$ cat src/rtl/ula_pkg.sv
// Shared definitions for the ULA operand sequencer: operand width, the ALU opcode and the sequencer state.
package ula_pkg;

   localparam int BITS = 8;

   typedef enum logic [1:0] {
      OP_AND = 2'b00,
      OP_OR  = 2'b01,
      OP_ADD = 2'b10,
      OP_SUB = 2'b11
   } ula_op_t;

   typedef enum logic [1:0] {
      ST_IDLE = 2'b00,
      ST_EXEC = 2'b01,
      ST_DONE = 2'b10
   } seq_state_t;

   // Only ADD and SUB produce a meaningful overflow flag.
   function automatic logic op_is_arith(input logic [1:0] f);
      return f[1];
   endfunction

endpackage

$ cat src/rtl/ula_operand_sequencer.sv
// Holds one ALU operation stable on a_o/b_o/f_o, captures the ALU result a cycle later and offers it downstream.
// Optional feature ULA_SEQ_ACC_EN: acc_i selects the previous result as operand A.
module ula_operand_sequencer
   import ula_pkg::*;
#(
   parameter int BITS = ula_pkg::BITS
) (
   input  logic            clk,
   input  logic            reset,
   input  logic            in_valid,
   output logic            in_ready,
   input  logic [BITS-1:0] in_a,
   input  logic [BITS-1:0] in_b,
   input  logic [1:0]      in_f,
`ifdef ULA_SEQ_ACC_EN
   input  logic            acc_i,
`endif
   output logic [BITS-1:0] a_o,
   output logic [BITS-1:0] b_o,
   output logic [1:0]      f_o,
   input  logic [BITS-1:0] res_i,
   input  logic            flag_i,
   output logic            out_valid,
   input  logic            out_ready,
   output logic [BITS-1:0] out_res,
   output logic            out_ovf,
   output logic            ovf_sticky,
   input  logic            clr_i,
   output logic [7:0]      op_count
);

   seq_state_t      r_state;
   seq_state_t      w_next;
   logic            r_rst_done;
   logic [BITS-1:0] r_a;
   logic [BITS-1:0] r_b;
   logic [1:0]      r_f;
   logic [BITS-1:0] r_res;
   logic            r_ovf;
   logic            r_sticky;
   logic [7:0]      r_count;
   logic            w_accept;
   logic            w_capture;
   logic            w_retire;
   logic            w_ovf_cap;
   logic [BITS-1:0] w_a_sel;

   // r_rst_done keeps in_ready low through reset and for the edge that ends it.
   assign in_ready  = (r_state == ST_IDLE) && r_rst_done;
   assign out_valid = (r_state == ST_DONE);
   assign w_accept  = in_ready && in_valid;
   assign w_capture = (r_state == ST_EXEC);
   assign w_retire  = (r_state == ST_DONE) && out_ready;
   assign w_ovf_cap = flag_i && op_is_arith(r_f);

   always_comb begin
      w_next = r_state;
      case (r_state)
         ST_IDLE: if (w_accept) w_next = ST_EXEC;
         ST_EXEC: w_next = ST_DONE;
         ST_DONE: if (out_ready) w_next = ST_IDLE;
         default: w_next = ST_IDLE;
      endcase
   end

   always_ff @(posedge clk) begin
      if (reset) begin
         r_state    <= ST_IDLE;
         r_rst_done <= 1'b0;
      end else begin
         r_state    <= w_next;
         r_rst_done <= 1'b1;
      end
   end

`ifdef ULA_SEQ_ACC_EN
   logic [BITS-1:0] r_last;

   always_ff @(posedge clk) begin
      if (reset)          r_last <= '0;
      else if (w_capture) r_last <= res_i;
   end

   assign w_a_sel = acc_i ? r_last : in_a;
`else
   assign w_a_sel = in_a;
`endif

   always_ff @(posedge clk) begin
      if (reset) begin
         r_a <= '0;
         r_b <= '0;
         r_f <= 2'b00;
      end else if (w_accept) begin
         r_a <= w_a_sel;
         r_b <= in_b;
         r_f <= in_f;
      end
   end

   always_ff @(posedge clk) begin
      if (reset) begin
         r_res <= '0;
         r_ovf <= 1'b0;
      end else if (w_capture) begin
         r_res <= res_i;
         r_ovf <= w_ovf_cap;
      end
   end

   // A fresh overflow capture takes priority over a simultaneous clear.
   always_ff @(posedge clk) begin
      if (reset)                        r_sticky <= 1'b0;
      else if (w_capture && w_ovf_cap)  r_sticky <= 1'b1;
      else if (clr_i)                   r_sticky <= 1'b0;
   end

   always_ff @(posedge clk) begin
      if (reset)         r_count <= 8'd0;
      else if (w_retire) r_count <= r_count + 8'd1;
   end

   assign a_o        = r_a;
   assign b_o        = r_b;
   assign f_o        = r_f;
   assign out_res    = r_res;
   assign out_ovf    = r_ovf;
   assign ovf_sticky = r_sticky;
   assign op_count   = r_count;

endmodule
$ cat config.mk
export PLATFORM = sky130hd
export DESIGN_NAME = ula_operand_sequencer
export DESIGN_NICKNAME = d
export VERILOG_FILES = /design/src/rtl/ula_pkg.sv /design/src/rtl/ula_operand_sequencer.sv
export SDC_FILE = /design/constraint.sdc
export NUM_CORES = 1
export LEC_CHECK = 0
export BUFFER_PORTS_ARGS = -buffer_cell sky130_fd_sc_hd__buf_4
export CORE_ASPECT_RATIO = 2
export CORE_UTILIZATION = 40
export CTS_BUF_LIST = sky130_fd_sc_hd__clkbuf_16
export CTS_CLUSTER_DIAMETER = 80
export DETAILED_ROUTE_END_ITERATION = 12
export PLACE_DENSITY = 0.8
export REMOVE_ABC_BUFFERS = 1
export SYNTH_ARGS = -nofsm -noshare
export SYNTH_HDL_FRONTEND = slang
export SYNTH_SLANG_ARGS = --single-unit
$ cat constraint.sdc
create_clock -name clk -period 1.25 [get_ports clk]
set_clock_uncertainty 0.1 [all_clocks]
set_input_delay 0.375 -clock clk [delete_from_list [all_inputs] [get_ports clk]]
set_output_delay 0.375 -clock clk [all_outputs]
set_load 0.05 [all_outputs]
# After elaboration in Yosys (flattened, before gate mapping)
# Index checks and enable logic that the tools add are counted.
# W data, S select, Z words.
[word_totals] regBits=39 out_inout_bits=38
[classes] n_addsub=1 n_eq_ne=4 n_mux=6 reduce_logical=8
[ops] operator="$add A8 B1 Y8 const B" count=1
[ops] operator="$pmux W2 S3" count=1
[ops] operator="$logic_and A1 B1 Y1" count=5
[ops] operator="$mux W2" count=2
[ops] operator="$mux W1" count=3
[ops] operator="$eq A2 B1 Y1 const B" count=1
[ops] operator="$eq A2 B2 Y1 const B" count=1
[ops] operator="$logic_not A2 Y1" count=1
[ops] operator="$ne A2 B1 Y1 const B" count=1
[ops] operator="$ne A2 B2 Y1 const B" count=1
[ops] operator="$reduce_and A2 Y1" count=1
[ops] operator="$reduce_bool A2 Y1" count=1

# Depth between registers and ports, before layout
# Gate-level depths: netlist of run 1.
[logic_depth] depth_word=5 mapped_depth=5

# Worst setup path before layout of run 1
# No wires, ideal clock.
[synth_path] kind="register to output" start="register r_state[1]" end="output in_ready" arrival_ns=1.542 t_required_ns=0.775 slack_ns=-0.767 stages_incl_launch_ff=2 path_buffers=0 path_cell_list="dfxtp_1 -> nor3b_1"
[synth_between] elab_chain_cells=2
[synth_lines] element="start, declared" line="ula_operand_sequencer.sv:32" source="seq_state_t r_state;"
[synth_lines] element="start signal, assigned" line="ula_operand_sequencer.sv:71" source="r_state <= w_next;"
[synth_lines] element="$logic_not A2 Y1" line="ula_operand_sequencer.sv:49" source="assign in_ready = (r_state == ST_IDLE) && r_rst_done;"
[synth_lines] element="$logic_and A1 B1 Y1" line="ula_operand_sequencer.sv:49"
[synth_lines] element="end, declared" line="ula_operand_sequencer.sv:11" source="output logic in_ready,"
# No other way between the ends.

# Worst setup path in the final report of run 1
[layout_path] start="register r_state[0]" end="register r_count[3] (netlist: op_count[3])"
[layout_between] elab_chain_cells=2
[layout_lines] element="$eq A2 B2 Y1" line="ula_operand_sequencer.sv:53" source="assign w_retire = (r_state == ST_DONE) && out_ready;"
[layout_lines] element="$logic_and A1 B1 Y1" line="ula_operand_sequencer.sv:53"
[layout_lines] element="end signal, assigned" line="ula_operand_sequencer.sv:120" source="else if (w_retire) r_count <= r_count + 8'd1;"
[layout_lines] element="end, declared" line="ula_operand_sequencer.sv:41" source="logic [7:0] r_count;"
# No other way between the ends.
# A chain may end at the register's enable or synchronous reset.

==> results of run 1 <==
## state kept, by name (all words and copies together) (netlist names)
register,cells
r_state,2
f_o,2
a_o,8
op_count,8
r_rst_done,1
out_res,8
out_ovf,1
ovf_sticky,1
b_o,8
## through the flow
step,utilization [%],instances,instance area (um^2),setup TNS (ps)
after floorplan,-,163,1410,-5920
after global placement,62.8,298,2150,-2120
after detailed placement,62.8,298,2150,-2900
after CTS,78.1,312,2670,-3370
after global routing,83.3,320,2850,-5580
final,83.3,320,2850,-3930
## layer usage
layer  GRT usage [%]  wire [um]  part of all wire [%]  up-vias
met5               0          0                     0        -
met2            40.2       2650                    59       50
met4            10.5         48                   1.1        0
met1            20.9       1640                    36      778
met3            5.60        188                   4.2        4
li1                -          -                     -      771
## worst register-to-register path, stage by stage (launching register included)
cell and delay [ps]:
dfxtp_4 360, buf_6 110, nand3b_4 190, or4_1 500, a21oi_1 180
## power groups by stage
| stage | Combinational [mW] | Clock (mW) | Sequential, mW |
|---|---|---|---|
| global placement | 0.418 | 0 | 1.33 |
| global route | 0.541 | 1.22 | 1.33 |
| CTS | 0.475 | 1.18 | 1.32 |
| floorplan | 0.0883 | 0 | 1.46 |
| detailed placement | 0.421 | 0 | 1.34 |
| finish | 0.513 | 1.15 | 1.33 |
## synth_stat cells (2+ instances only)
cell type / instances / share of area [%]
nor2_1: 5 / 1.3
dfxtp_1: 39 / 54
nor2b_1: 2 / 0.86
a21oi_1: 33 / 11
inv_1: 3 / 0.77
o21ai_0: 2 / 0.69
or4_1: 2 / 1.0
or3_1: 2 / 0.86
o31ai_1: 2 / 1.0
buf_4: 2 / 1.0
nand2_1: 55 / 14
clkbuf_1: 5 / 1.3
nand2b_1: 3 / 1.3
nand3_1: 2 / 0.69
buf_2: 2 / 0.69
## final cells by class
class                   count  area, um^2
clock buffers               5         125
clock inverters             1        3.75
fillers                   213         571
inverters                   3        11.3
multi-input cells         122         729
flip-flops and latches     39         836
well taps                  48        60.1
repair buffers            102        1080
## kinds of logic (layout without fill, tap and decap cells)
family                     count (synthesis)  after routing  synth area share, %
xor gates and xnor gates                   2              2                 1.20
AOI/OAI and AO/OA                         37             37                 13.1
and+or+nand+nor                           79             80                 25.7
buffers and inverters                     13            111                 4.04
DFF                                       39             39                 53.7
adders and majority gates                  1              1                0.860
muxes                                      2              2                 1.46
## worst paths after layout
path	start	end	slack [ps]	depth (start not counted)
worst max register to register	r_state[0]	op_count[3]	-280	4
worst max-delay path	r_state[0]	op_count[3]	-280	4
worst min register to register	out_res[5]	out_res[5]	360	2
worst min-delay path	reset	op_count[4]	220	2
## repair_timing
action | in CTS | in global routing
hold buffers | 0 | 0
buffers inserted | 9 | 7
endpoints found under the setup margin | 71 | 62
gates resized for setup | 113 | 30
pin swaps | 12 | 3
cloned | 0 | 1
==> reports/qor.txt, run 1 <==
Clock Tree Root = clkbuf_16
initial antenna violation count = 0
cell area power density = 1050 mW/mm^2
slowest stage cell, crit path = or4_1
Cells after Synth = 173
pre-CTS WS = -186 ps
pin count of the biggest net entering global routing = 20
Final period util = 122%
CTS tree = yes
Cell variety after synth = 29
max cap viols = 0
ys async rst share = 0%
status = complete, but fails checks
CTS sink count = 39
max incr delay on CP = 500 ps
global route overflow = 0
Seq cells post-synth = 39
register area share after synthesis = 53.7%
Main synth FF type = dfxtp_1
nets = 306
Avg WL per Cell = 14.1 um
worst-skew pair later-pin latency = 280 ps
Net Switching = 0.754 mW
Fin Hold WS = 225 ps
Crit. End Element = register
Rows = 30
Detailed Route WL = 4520 um
final setup vio count = 35
Num CTS Buffers = 5
failing checks = setup timing
switching share of power = 25.2%
Antenna Cells = 0
Starting DRT DRC Count = 30
GRT Util Overall = 21.7%
Period minus WS final = 1530 ps
cell family with most CP delay = simple AND/OR/NAND/NOR gates
clock network power share = 38.5%
hpwl dp = 2620 um
Final ANT Viol Nets = 0
DR vias = 1603
Data arrival, critical path = 1620 ps
relative slew slack = 80.6%
area grow syn2layout = 95.5%
Top Ports = 70
initial core utilization = 42.6%
highest-count cells in the layout ignoring fill and taps = 55 x nand2_1, 51 x buf_4, 35 x dfxtp_2
actual slew at the worst max-slew pin = 289 ps
H-tree depth = 2
HP Class = in2reg
core footprint = 0.00342 mm^2
Vias/cell = 5.01
Comb power frac = 17.2%
wire length of the first global-routing pass = 6240 um
worst-path cell chain = buf_6, nand3b_4, or4_1, a21oi_1
Max Slew Vio Count = 0
Post-synth EDFFs = 0
DIE WIDTH = 44.7 um
Pint = 2.24 mW
residual DRC count = 0
Ys Warns = 0
WP data required = 1340 ps
Critical Path Source Type = register
Lkg Pwr = 1.23 nW
share of layout cells above drive strength 1 = 61.4%
clock transition at the registers of the reported paths = 50 ps
most common cell after layout, fill and taps aside = nand2_1
Max Buffers Root-to-Sink = 2
Fmax = 656 MHz
Reg power frac = 44.4%
IO Port Bufs = 69
Worst Setup Slack, final = -275 ps
Fin. Hold Viols = 0
Pre-antenna DRT Iters = 4
critical path type = reg2reg
Synth Cell Area = 0.00146 mm^2
total die area = 0.00390 mm^2
vias in the first global route = 1504
gpl congestion = 0.777
Critical Path Fanout Max = 4
Final Power = 2.99 mW
Die Y = 87.3 um
Max rail drop VDD = 1.17 mV
Avg Cell Area, Syn = 8.41 um^2
Worst Path Buf+Inv = 1
RSZ-0062 raised after global routing = true
Note: power is estimated with default switching activity, not from simulation.
==> inputs of run 2 (changes only) <==
--- a/config.mk
+++ b/config.mk
@@ -5,13 +5,13 @@
 export SDC_FILE = /design/constraint.sdc
 export NUM_CORES = 1
 export LEC_CHECK = 0
-export BUFFER_PORTS_ARGS = -buffer_cell sky130_fd_sc_hd__buf_4
+export BUFFER_PORTS_ARGS = -buffer_cell sky130_fd_sc_hd__buf_2
 export CORE_ASPECT_RATIO = 2
-export CORE_UTILIZATION = 40
+export CORE_UTILIZATION = 35
 export CTS_BUF_LIST = sky130_fd_sc_hd__clkbuf_16
 export CTS_CLUSTER_DIAMETER = 80
 export DETAILED_ROUTE_END_ITERATION = 12
-export PLACE_DENSITY = 0.8
+export PLACE_DENSITY = 0.72
 export REMOVE_ABC_BUFFERS = 1
 export SYNTH_ARGS = -nofsm -noshare
 export SYNTH_HDL_FRONTEND = slang
==> reports/qor.txt, run 2 (synthesis results as in run 1) <==
status = complete, but fails checks
failing checks = setup timing
Fin. Hold Viols = 0
Clock Tree Root = clkbuf_16
Final period util = 120%
wire length of the first global-routing pass = 6080 um
worst setup path start = r_state[1]
Avg WL per Cell = 14.4 um
setup TNS = -4550 ps
RSZ-0062 raised after global routing = true
area grow syn2layout = 93.3%
relative slew slack = 75.7%
max cap viols = 0
Placed Instances = 300
worst-skew pair later-pin latency = 280 ps
pin count of the biggest net entering global routing = 20
Antenna Cells = 0
setup slack, reg-to-reg = -180 ps
cell area power density = 1150 mW/mm^2
final setup vio count = 44
CP Depth = 2
Max Slew Vio Count = 0
Rows = 32
Crit. End Element = primary output
cell family with most CP delay = flip-flops
fin area = 0.00281 mm^2
cts hold-fix bufs = 0
Top Ports = 70
global route overflow = 0
max incr delay on CP = 360 ps
Final ANT Viol Nets = 0
dpl cell area = 0.00197 mm^2
vias in the first global route = 1466
Period minus WS final = 1500 ps
clock transition at the registers of the reported paths = 60 ps
crit path to = in_ready
Fin Hold WS = 224 ps
Fmax = 665 MHz
residual DRC count = 0
IO Port Bufs = 69
fillcell total = 303
nets = 302
pre-CTS WS = -188 ps
DIE WIDTH = 47.6 um
initial antenna violation count = 0
Cell Count, Final, Fillers Out = 321
initial core utilization = 37.1%
core footprint = 0.00392 mm^2
CTS tree = yes
reg2reg end = op_count[5]
Lkg Pwr = 1.20 nW
critical path type = reg2out
Final Power = 3.24 mW
most common cell after layout, fill and taps aside = nand2_1
R2R depth = 5
Data arrival, critical path = 1030 ps
Max Buffers Root-to-Sink = 2
Num CTS Buffers = 5
H-tree depth = 2
GRT Util Overall = 19.0%
Worst Setup Slack, final = -253 ps
Critical Path Fanout Max = 6
DR vias = 1542
Vias/cell = 4.80
fin util = 71.7%
worst-path cell chain = nor3b_2, buf_6
share of layout cells above drive strength 1 = 64.1%
Worst R2R Start = r_state[1]
HP Class = in2reg
slowest stage cell, crit path = dfxtp_4
Worst Path Buf+Inv = 1
gpl congestion = 0.804
WP data required = 780 ps
highest-count cells in the layout ignoring fill and taps = 54 x nand2_1, 34 x dfxtp_2, 31 x buf_2
actual slew at the worst max-slew pin = 362 ps
CTS sink count = 39
Max rail drop VDD = 1.22 mV
Critical Path Source Type = register
Pre-antenna DRT Iters = 4
total die area = 0.00444 mm^2
Starting DRT DRC Count = 42
hpwl dp = 2580 um
Die Y = 93.2 um
Detailed Route WL = 4630 um
[run 2: cell count changes in the layout (fill, tap and decap cells not counted), moves of 5 or more]
cell and change:
a21oi_1 -6, a21oi_2 +6, buf_2 +31, buf_4 -31, buf_6 -5
[run 2: power by group]
| group | internal [mW] | switching (mW) |
|---|---|---|
| combinational | 0.211 | 0.282 |
| sequential | 1.29 | 0.0372 |
| clock | 0.930 | 0.490 |
| total | 2.43 | 0.808 |
[run 2: timing repair]
action,CTS,global route
gates cloned,0,1
pin swaps,9,9
setup endpoints to repair,65,68
setup buffers,6,6
resized for setup,140,46
[run 2: worst reg2reg max path, delay by kind of cell, from the launching register on]
kind / cells / cell delay, ps
AND/OR/NAND/NOR: 1 / 110
AO/OA/AOI/OAI: 2 / 440
buffers and inverters: 2 / 280
flip-flops: 1 / 370
[run 2: how the worst min path moves through the flow]
stage	start	endpoint	cells past startpoint
after global routing	in_b[5]	b_o[5]	3
after global placement	a_o[3]	a_o[3]	2
final	in_b[7]	b_o[7]	3
after floorplan	reset	r_rst_done	1
after detailed placement	a_o[7]	a_o[7]	2
after CTS	in_a[3]	a_o[3]	3
[run 2: final cells by class]
cell class              count  area [um^2]  share of cell area [%]
repair buffers             99          986                    35.1
flip-flops and latches     39          838                    29.8
multi-input cells         121          749                    26.6
clock buffers               5          125                    4.45
well taps                  51         63.8                    2.27
clock inverters             3         38.8                    1.38
inverters                   3         11.3                   0.400
[run 2: routing by layer]
metal	global-route usage, %	wire, um	up-vias
met5	0	0	-
met4	8.80	134	0
met3	5.41	189	13
met2	35.3	2630	48
met1	17.0	1680	719
li1	-	-	762
